## src/rtl/reg_mem.sv

```systemverilog
// Single-port register-file memory with registered read data and synchronous clear.
// Optional macro REG_MEM_WRITE_FIRST_EN selects write-first read-during-write (default read-first).
module reg_mem #(
  parameter int DATA_WIDTH = 8,
  parameter int ADDR_BITS  = 5
) (
  input  logic [ADDR_BITS-1:0]  addr,
  input  logic [DATA_WIDTH-1:0] data_in,
  input  logic                  wen,
  input  logic                  clk,
  output logic [DATA_WIDTH-1:0] data_out,
  input  logic                  rst
);

  localparam int DEPTH = 1 << ADDR_BITS;

  logic [DATA_WIDTH-1:0] mem_q [DEPTH];
  logic [DATA_WIDTH-1:0] data_out_q;
  logic [DATA_WIDTH-1:0] data_out_d;

  // Read port is always active; only the same-address write bypass is configurable.
  always_comb begin
    data_out_d = mem_q[addr];
`ifdef REG_MEM_WRITE_FIRST_EN
    if (wen) begin
      data_out_d = data_in;
    end
`else
    data_out_d = mem_q[addr];
`endif
  end

  // Reset clears storage as well as the output and wins over a concurrent write.
  always_ff @(posedge clk) begin
    if (rst) begin
      for (int i = 0; i < DEPTH; i++) begin
        mem_q[i] <= '0;
      end
      data_out_q <= '0;
    end else begin
      if (wen) begin
        mem_q[addr] <= data_in;
      end
      data_out_q <= data_out_d;
    end
  end

  assign data_out = data_out_q;

endmodule

```

## config.mk

```make
export PLATFORM = sky130hd
export DESIGN_NAME = reg_mem
export DESIGN_NICKNAME = d
export VERILOG_FILES = /design/src/rtl/reg_mem.sv
export SDC_FILE = /design/constraint.sdc
export NUM_CORES = 1
export LEC_CHECK = 0
export BUFFER_PORTS_ARGS = -buffer_cell sky130_fd_sc_hd__buf_2
export CAP_MARGIN = 10
export CORE_ASPECT_RATIO = 0.6
export CORE_MARGIN = 10
export CORE_UTILIZATION = 45
export CTS_CLUSTER_SIZE = 30
export DETAILED_ROUTE_END_ITERATION = 12
export GPL_ROUTABILITY_DRIVEN = 0
export GPL_TIMING_DRIVEN = 0
export PLACE_DENSITY = 0.56
export SLEW_MARGIN = 20
export SYNTH_ARGS = -nofsm -noshare
export SYNTH_HDL_FRONTEND = slang
export SYNTH_SLANG_ARGS = --single-unit
```

## constraint.sdc

```tcl
create_clock -name clk -period 2.5 [get_ports clk]
set_input_delay 0.5 -clock clk [delete_from_list [all_inputs] [get_ports clk]]
set_output_delay 0.5 -clock clk [all_outputs]
set_load 0.02 [all_outputs]
```

==> flow_summary.yaml, run 1 <==
outcome:
  status: "complete, but fails checks"
  violations: "setup timing"
cells_and_area:
  nets: 960
  nFillCells: 2328
  finalNonFillerCells: 1324
  area_growth_pct: 11.54
  final_area_um2: 13540
  fin_util_pct: 51.13
  drive_above_1_share_pct: 12.36
sta:
  skew_ns: 0.01516
  clock.fmax_ghz: 0.3982
  finalCriticalPeriod_ns: 2.512
  post-route-period-util_pct: 100.5
  maxSlewViolCount: 0
  rsz0062_at_grt: "true"
  maxSlewHeadroom_pct: 35.10
  fin_ws_ns: -0.01157
  tightest_slew_ns: 0.9660
  finalHoldViolations: 0
  setup_viol: 8
  timing.hold.ws_ns: 0.2973
logic_synthesis:
  synth_adder_area_share_pct: 0
  synth_fp_nets: 910
  synth_cell_types: 29
  synth_warnings: 0
  synth-xor-area-share_pct: 0
  synth_edf_count: 256
  synth_commonest_cells: "256 x and2_1, 256 x edfxtp_1, 128 x mux2i_1"
  synth_compound_area_share_pct: 3.628
  ys.flop_type: "edfxtp_1"
  yosysSeqAreaShare_pct: 64.65
  avgSynthCellArea_um2: 13.58
  yosys.area_share.simple_pct: 18.79
  netlist_area_um2: 12140
  muxShareOfSynthArea_pct: 10.56
  synth_cells: 894
  synth_area_leaders: "edfxtp_1 63%, and2_1 13%, mux2i_1 11%, o22ai_1 3.3%, or2_2 1.6%"
  synth_top_area_share_pct: 63.33
  ys_seq_elements: 264
  synth_top_family_by_area: "simple AND/OR/NAND/NOR gates"
  synth_top_cell_by_area: "edfxtp_1"
  synthArstFlopShare_pct: 0
route:
  dr.first_iter.drc_count: 891
  met2WireLength_um: 14840
  first_pass_iters: 5
  antenna_left: 0
  top_layer: "met4"
  via_per_inst: 5.671
  drt-total-wl_um: 36240
  met1Wirelength_um: 17060
  vias: 7509
  remaining_drc_errors: 0
  wl_met3_um: 3818
  wl_per_cell_um: 27.37
floorplan:
  dieWidth_um: 232.0
  start_util_pct: 45.85
  fp.dieH_um: 147.2
  pin_count: 24
  rows: 46
  die_area_um2: 34160
  core_um2: 26480
setup_path:
  crit_required_ns: 2.75
  crit_fanout: 10
  crit_chain: "buf_2 -> buf_4 -> nand4b_1 -> nor2_1 -> or2_2"
  cp.arrival_ns: 2.76
  critPathLaunchType: "primary input"
  critPathMaxStageDelay_ns: 0.75
  worst-path-buf-inv: 2
  crit_type: "in -> reg"
  crit_path_top_delay_cell: "nor2_1"
  path_delay_family: "simple AND/OR/NAND/NOR gates"
  endpoint_kind: "flip-flop"
job:
  drv_cap: 0
place:
  dpl_cell_area_um2: 12690
  place_inst: 1275
  post-dp-hpwl_um: 25650
  portBuffers: 21
worst_hold_path:
  hold_path_class: "in -> reg"
power:
  power.leakage_nw: 4.990
  p_seq_share_pct: 52.1
  combPwrFrac_pct: 7.9
  ir_worst_vdd_uv: 411.7
  power_switching_mw: 2.376
  p_int_mw: 7.503
  switching_share_pct: 24.05
  clockPowerShare_pct: 40.0
  p_per_area_nw_per_um2: 729.7
clock_network:
  h-tree-depth: 1
  cts-root-buf: "clkbuf_16"
  clkLatencyLatePin_ns: 0.57
  cts_hold_buf: 0
  numCtsBuffers: 27
  cts_tree: "built"
  clk_transition_reported_paths_ns: 0.06
  cts.sinks: 264
  clock_path_buffers: 3
global_route:
  grt_usage_pct: 21.11
  grt_max_degree: 15
  grt_pass1_vias: 7233
  globalRoute.totalOverflow: 0
  antenna_found_initial: 2
  grt_pass1_wl_um: 51960
[path summary, 6_finish.rpt]
path / startpoint / end / slack, ns / depth (start not counted)
max: addr[1] / mem_q[11][5] / -0.01 / 5
min: data_in[7] / mem_q[0][7] / 0.30 / 2
max reg2reg: mem_q[27][4] / data_out[4] / 0.68 / 4
min reg2reg: mem_q[0][4] / data_out[4] / 0.83 / 4
[stage by stage]
step | total power [mW] | setup slack (ns) | setup TNS [ns]
finish | 9.879 | -0.01157 | -0.05984
CTS | 9.881 | 0.07079 | 0
global placement | 5.999 | -0.7510 | -56.28
global route | 10.15 | -0.002026 | -0.006781
detailed placement | 6.004 | -0.7628 | -62.58
floorplan | 5.655 | 0.4399 | 0
[worst register-to-register path: cells and delay by family, from the launching register on]
kind               cells  cell delay [ns]
AOI/OAI and AO/OA      2             0.31
muxes                  1             0.55
DFF                    1             0.35
and+or+nand+nor        1             0.46
[sequential cells by signal, summed over array words and instances, names as in the netlist]
signal / count
mem_q: 256
data_out: 8
[cell usage in the layout (no fill, tap or decap), drive strengths merged, types with 3 or more instances in the layout]
master   Yosys  routed
or2         32      32
clkbuf      36      70
dfxtp        8       8
edfxtp     256     256
mux2i      128     128
and2       256     256
clkinv       0      10
nand2        3       3
nand4b       5       5
nor3         4       4
nor4        16      16
buf         28      49
a21oi        8       8
or4b         4       4
nand4bb      5       5
o22ai       64      64
nor2        29      29
[routing by layer]
metal / up-vias / global-route usage [%]
met4: 0 / 3.612
met1: 3772 / 32.87
li1: 3372 / -
met3: 40 / 5.442
met5: - / 0
met2: 325 / 28.76
[cell type report]
cell class | instances | area [um^2] | share of cell area, %
clock buffer | 34 | 701.9 | 5.185
tap | 360 | 450.4 | 3.327
multi-input combinational | 566 | 4013 | 29.64
sequential | 264 | 7848 | 57.97
buffer | 64 | 287.8 | 2.126
timing repair buffer | 21 | 105.1 | 0.7763
clock inverter | 14 | 130.1 | 0.9612
antenna | 1 | 2.502 | 0.01848
[timing repair]
item	in CTS	in global routing
endpoints found under the hold margin	0	0
endpoints found under the setup margin	8	12
resized for setup	1	1
buffers inserted	0	0
[power groups by stage]
stage	sequential (mW)	combinational, mW	clock [mW]
floorplan	5.24	0.413	0
global placement	5.24	0.760	0
detailed placement	5.25	0.758	0
CTS	5.15	0.761	3.97
global route	5.17	0.811	4.16
finish	5.15	0.778	3.95
[kinds of logic after synthesis]
logic type / count (synthesis)
buf+inv: 64
flops: 264
compound gates: 72
simple gates: 366
mux: 128
Power figures use the tool's default switching activity.
==> run 2: changes to the inputs <==
--- a/config.mk
+++ b/config.mk
@@ -8,7 +8,7 @@
 export BUFFER_PORTS_ARGS = -buffer_cell sky130_fd_sc_hd__buf_2
 export CAP_MARGIN = 10
 export CORE_ASPECT_RATIO = 0.6
-export CORE_MARGIN = 10
+export CORE_MARGIN = 3
 export CORE_UTILIZATION = 45
 export CTS_CLUSTER_SIZE = 30
 export DETAILED_ROUTE_END_ITERATION = 12
==> run 2 against run 1 <==
  * The run now ends clean
  * Hold slack better by 0.046 ns
  * First-iteration DRC count is 22% higher
  * Non-clock buffer count stayed put
  * Utilization is 0.98 points higher
  * Clock skew is 0.0011 ns higher
  * Wire length is 0.54% lower
  * Largest power group unchanged
==> flow_summary.yaml, run 2 (synthesis gave the netlist of run 1 again) <==
outcome:
  status: "completed"
sta:
  setup_viol: 0
  skew_ns: 0.01624
  post-route-period-util_pct: 99.49
  finalHoldViolations: 0
  tightest_slew_ns: 0.9772
  maxSlewHeadroom_pct: 34.86
  rsz0062_at_grt: "true"
  finalCriticalPeriod_ns: 2.487
  maxSlewViolCount: 0
  clock.fmax_ghz: 0.4020
  timing.hold.ws_ns: 0.3428
clock_network:
  numCtsBuffers: 26
  clkLatencyLatePin_ns: 0.54
  cts-root-buf: "clkbuf_16"
  clock_path_buffers: 3
  h-tree-depth: 1
  cts_hold_buf: 0
  cts.sinks: 264
  cts_tree: "built"
  clk_transition_reported_paths_ns: 0.06
setup_path:
  cp.arrival_ns: 2.71
  endpoint_kind: "flip-flop"
  critPathLaunchType: "primary input"
  crit_fanout: 10
  cp_num_cells: 5
  crit_type: "in -> reg"
  crit_path_top_delay_cell: "nand4b_1"
  crit_chain: "buf_2 -> buf_4 -> nand4b_1 -> nor2_1 -> or2_2"
  critPathMaxStageDelay_ns: 0.76
  worstRegToRegCells: 4
  crit_required_ns: 2.73
  worst-path-buf-inv: 2
  path_delay_family: "simple AND/OR/NAND/NOR gates"
floorplan:
  start_util_pct: 46.86
  die_area_um2: 29040
  fp.dieH_um: 133.2
  rows: 45
  core_um2: 25900
  dieWidth_um: 218.0
  pin_count: 24
power:
  p_seq_share_pct: 53.3
  combPwrFrac_pct: 8.1
  clockPowerShare_pct: 38.7
  switching_share_pct: 23.62
  p_int_mw: 7.389
  power_switching_mw: 2.285
  ir_worst_vdd_uv: 501.8
  power.leakage_nw: 4.979
  p_per_area_nw_per_um2: 716.8
global_route:
  globalRoute.totalOverflow: 0
  grt_pass1_vias: 7415
  grt_pass1_wl_um: 50770
  grt_max_degree: 15
  grt_usage_pct: 24.82
  antenna_found_initial: 1
worst_hold_path:
  hold_path_class: "in -> reg"
  min_path_cells: 2
cells_and_area:
  largest_reg_flops: 256
  regMostFlops: "mem_q"
  nFillCells: 2182
  multi_input_comb_area_um2: 4015
  nets: 959
  drive_above_1_share_pct: 12.83
  seqCellArea_um2: 7848
  area_growth_pct: 11.19
  layout_common_cells: "256 x and2_1, 256 x edfxtp_1, 128 x mux2i_1, 64 x o22ai_1, 44 x buf_2"
  fin_util_pct: 52.11
place:
  post-dp-hpwl_um: 26020
  portBuffers: 21
route:
  wl_per_cell_um: 27.47
  via_per_inst: 5.878
  remaining_drc_errors: 0
  dr.first_iter.drc_count: 1091
  first_pass_iters: 6
  antenna_left: 0
  vias: 7712
  drt-total-wl_um: 36050
job:
  drv_cap: 0
-- run 2: cell count changes in the layout (fill, tap and decap cells not counted) --
cell       before  now
clkbuf_8        0    4
clkinv_1        6    2
inv_16          1    0
nor2_1         29   28
nor2_2          0    1
inv_6           0    1
clkbuf_1       43   40
clkinv_4        0    1
bufinv_16       2    0
-- run 2: path summary, 6_finish.rpt --
kind | start | end | slack [ns]
setup / recovery | addr[1] | mem_q[31][1] | 0.01
setup reg to reg | mem_q[30][1] | data_out[1] | 0.64
hold / removal | data_in[6] | mem_q[19][6] | 0.34
hold reg to reg | mem_q[31][6] | data_out[6] | 0.82
-- run 2: power groups by stage --
stage                     Clock (mW)  Sequential [mW]  Combinational (mW)
after floorplan                    0             5.24               0.413
after global placement             0             5.24               0.743
after detailed placement           0             5.25               0.756
after CTS                       3.75             5.15               0.758
after global routing            3.93             5.18               0.810
final                           3.74             5.15               0.780
-- run 2: cell type report --
cell class	count	share of cell area [%]
diodes	1	0.01854
plain buffers	64	2.132
clock buffers	35	5.525
clock inverters	9	0.3894
multi-input cells	566	29.75
flip-flops and latches	264	58.14
well taps	352	3.263
repair buffers	21	0.7787
-- run 2: metrics by stage --
step / TNS [ns] / worst slack [ns] / area, um^2 / cells / power (mW)
after floorplan: 0 / 0.4399 / 12140 / 894 / 5.655
after global placement: -38.28 / -0.6479 / 12680 / 1267 / 5.981
after detailed placement: -54.42 / -0.7049 / 12680 / 1267 / 6.004
after CTS: 0 / 0.1163 / 13490 / 1311 / 9.661
after global routing: -0.004015 / -0.001408 / 13490 / 1311 / 9.917
final: 0 / 0.01264 / 13500 / 1312 / 9.674
-- run 2: what timing repair did --
item | CTS | global route
gates cloned | 0 | 0
resized for setup | 1 | 2
endpoints found under the hold margin | 0 | 0
buffers inserted | 0 | 0
setup endpoints to repair | 8 | 16
-- run 2: layer usage --
layer / GRT usage [%] / share of wire, % / up-vias
li1: - / - / 3366
met1: 37.36 / 45 / 3850
met2: 34.01 / 40 / 428
met3: 9.118 / 12 / 68
met4: 6.008 / 2.5 / 0
met5: 0 / 0 / -
==> run 3: changes to the inputs <==
--- a/config.mk
+++ b/config.mk
@@ -10,6 +10,7 @@
 export CORE_ASPECT_RATIO = 0.6
 export CORE_MARGIN = 3
 export CORE_UTILIZATION = 45
+export CTS_BUF_LIST = sky130_fd_sc_hd__clkbuf_2 sky130_fd_sc_hd__clkbuf_4 sky130_fd_sc_hd__clkbuf_8
 export CTS_CLUSTER_SIZE = 30
 export DETAILED_ROUTE_END_ITERATION = 12
 export GPL_ROUTABILITY_DRIVEN = 0
==> run 3 against run 2 <==
  * Critical path depth unchanged
  * Clock power decreased by 7.5%
  * First-iteration DRC count increased by 6.2%
  * Total power decreased by 2.9%
  * Non-clock buffer count unchanged
  * Sequential power about the same
  * Utilization decreased by 0.16 points
  * Hold slack got worse by 0.046 ns
  * Register-to-register slack got worse by 0.04 ns
  * Cell area decreased by 0.31%
  * Sequential share of layout area increased by 0.18 points
  * Fmax increased by 2.0%
  * Largest cell class unchanged
  * Largest power group unchanged
==> flow_summary.yaml, run 3 (synthesis gave the netlist of run 1 again) <==
outcome:
  status: "completed"
sta:
  setup_viol: 0
  finalCriticalPeriod_ns: 2.438
  rsz0062_at_grt: "false"
  finalHoldViolations: 0
  post-route-period-util_pct: 97.52
  maxSlewViolCount: 0
  fin_ws_ns: 0.06211
  fin_tns_setup_ns: 0
  clock.fmax_ghz: 0.4102
  tightest_slew_ns: 1.005
  skew_ns: 0.01985
  maxSlewHeadroom_pct: 33.00
cells_and_area:
  nFillCells: 2200
  multi_input_comb_area_um2: 4015
  largest_reg_flops: 256
  layout_common_cells: "256 x and2_1, 256 x edfxtp_1, 128 x mux2i_1, 64 x o22ai_1, 44 x buf_2"
  drive_above_1_share_pct: 14.89
  regMostFlops: "mem_q"
  final_area_um2: 13460
  fin_util_pct: 51.95
  area_growth_pct: 10.85
  nets: 973
  seqCellArea_um2: 7848
floorplan:
  rows: 45
  core_um2: 25900
  die_area_um2: 29040
  pin_count: 24
  dieWidth_um: 218.0
  start_util_pct: 46.86
  fp.dieH_um: 133.2
setup_path:
  worstRegToRegCells: 4
  endpoint_kind: "flip-flop"
  crit_path_top_delay_cell: "nand4b_1"
  crit_fanout: 10
  ff2ff_setup_slack_ns: 0.60
  critPathMaxStageDelay_ns: 0.75
  critPathLaunchType: "primary input"
  cp.arrival_ns: 2.70
  crit_type: "in -> reg"
  r2r-start: "mem_q[30][7]"
  crit_chain: "buf_2 -> buf_4 -> nand4b_1 -> nor2_1 -> or2_2"
  crit_required_ns: 2.76
  worst-path-buf-inv: 2
  rr_endpoint: "data_out[7]"
  path_delay_family: "simple AND/OR/NAND/NOR gates"
route:
  drt-total-wl_um: 36150
  via_per_inst: 5.740
  first_pass_iters: 6
  antenna_left: 0
  remaining_drc_errors: 0
  wl_per_cell_um: 26.96
  vias: 7697
  dr.first_iter.drc_count: 1159
clock_network:
  cts_hold_buf: 0
  cts.sinks: 264
  clkLatencyLatePin_ns: 0.58
  numCtsBuffers: 40
  clk_transition_reported_paths_ns: 0.06
  cts-root-buf: "clkbuf_8"
  clock_path_buffers: 3
  cts_tree: "built"
  h-tree-depth: 2
place:
  post-dp-hpwl_um: 26020
  portBuffers: 21
  dpl_cell_area_um2: 12680
  place_ws_ns: -0.7049
power:
  p_int_mw: 7.085
  combPwrFrac_pct: 8.3
  clockPowerShare_pct: 36.8
  switching_share_pct: 24.55
  p_seq_share_pct: 54.9
  ir_worst_vdd_uv: 307.7
  p_per_area_nw_per_um2: 697.9
  power_switching_mw: 2.305
  power.leakage_nw: 4.982
global_route:
  antenna_found_initial: 1
  grt_usage_pct: 25.21
  grt_pass1_wl_um: 51300
  grt_pass1_vias: 7578
  grt_max_degree: 11
  globalRoute.totalOverflow: 0
job:
  drv_cap: 0
worst_hold_path:
  min-delay-start: "data_in[6]"
  min_to: "mem_q[20][6]"
  hold_path_class: "in -> reg"
  min_path_cells: 2
[run 3: per-stage QoR]
stage	cells	total power, mW	hold WS [ns]
final	1341	9.390	0.2969
after global routing	1339	9.688	0.3011
after CTS	1339	9.411	0.2741
after detailed placement	1267	6.004	0.8051
after global placement	1267	5.981	0.8066
after floorplan	894	5.655	0.6388
[run 3: layout make-up]
class | instances | area share, %
Clock inverter | 14 | 0.4649
Clock buffer | 58 | 5.142
Timing Repair Buffer | 21 | 0.7811
Tap cell | 352 | 3.273
Antenna cell | 2 | 0.03720
Multi-Input combinational cell | 566 | 29.84
Sequential cell | 264 | 58.32
Buffer | 64 | 2.139
[run 3: worst max path at each step]
stage | from | end | slack, ns | cells after the start
final | addr[1] | mem_q[31][7] | 0.06 | 5
after global routing | addr[1] | mem_q[27][2] | 0.01 | 5
after CTS | addr[1] | mem_q[7][5] | 0.15 | 5
after detailed placement | addr[1] | mem_q[27][2] | -0.70 | 5
after global placement | addr[1] | mem_q[27][3] | -0.65 | 5
after floorplan | addr[0] | mem_q[26][0] | 0.44 | 5
[run 3: timing repair]
action | CTS | global route
gates resized for setup | 1 | 2
buffers inserted | 0 | 0
hold endpoints to repair | 0 | 0
endpoints found under the setup margin | 8 | 16
gates cloned | 0 | 0
[run 3: power groups by stage]
stage | combinational, mW | clock (mW) | sequential (mW)
2_1_floorplan | 0.413 | 0 | 5.24
3_3_place_gp | 0.743 | 0 | 5.24
3_5_place_dp | 0.756 | 0 | 5.25
4_1_cts | 0.758 | 3.50 | 5.16
5_1_grt | 0.810 | 3.70 | 5.18
6_report | 0.778 | 3.46 | 5.15
[run 3: metal layers]
layer  vias to the layer above  GRT usage, %  wire length, um
met4                         2         7.637              925
li1                       3409             -                -
met3                        68         10.44             5060
met1                      3802         37.04            15770
met5                         -             0               12
met2                       416         33.92            14380
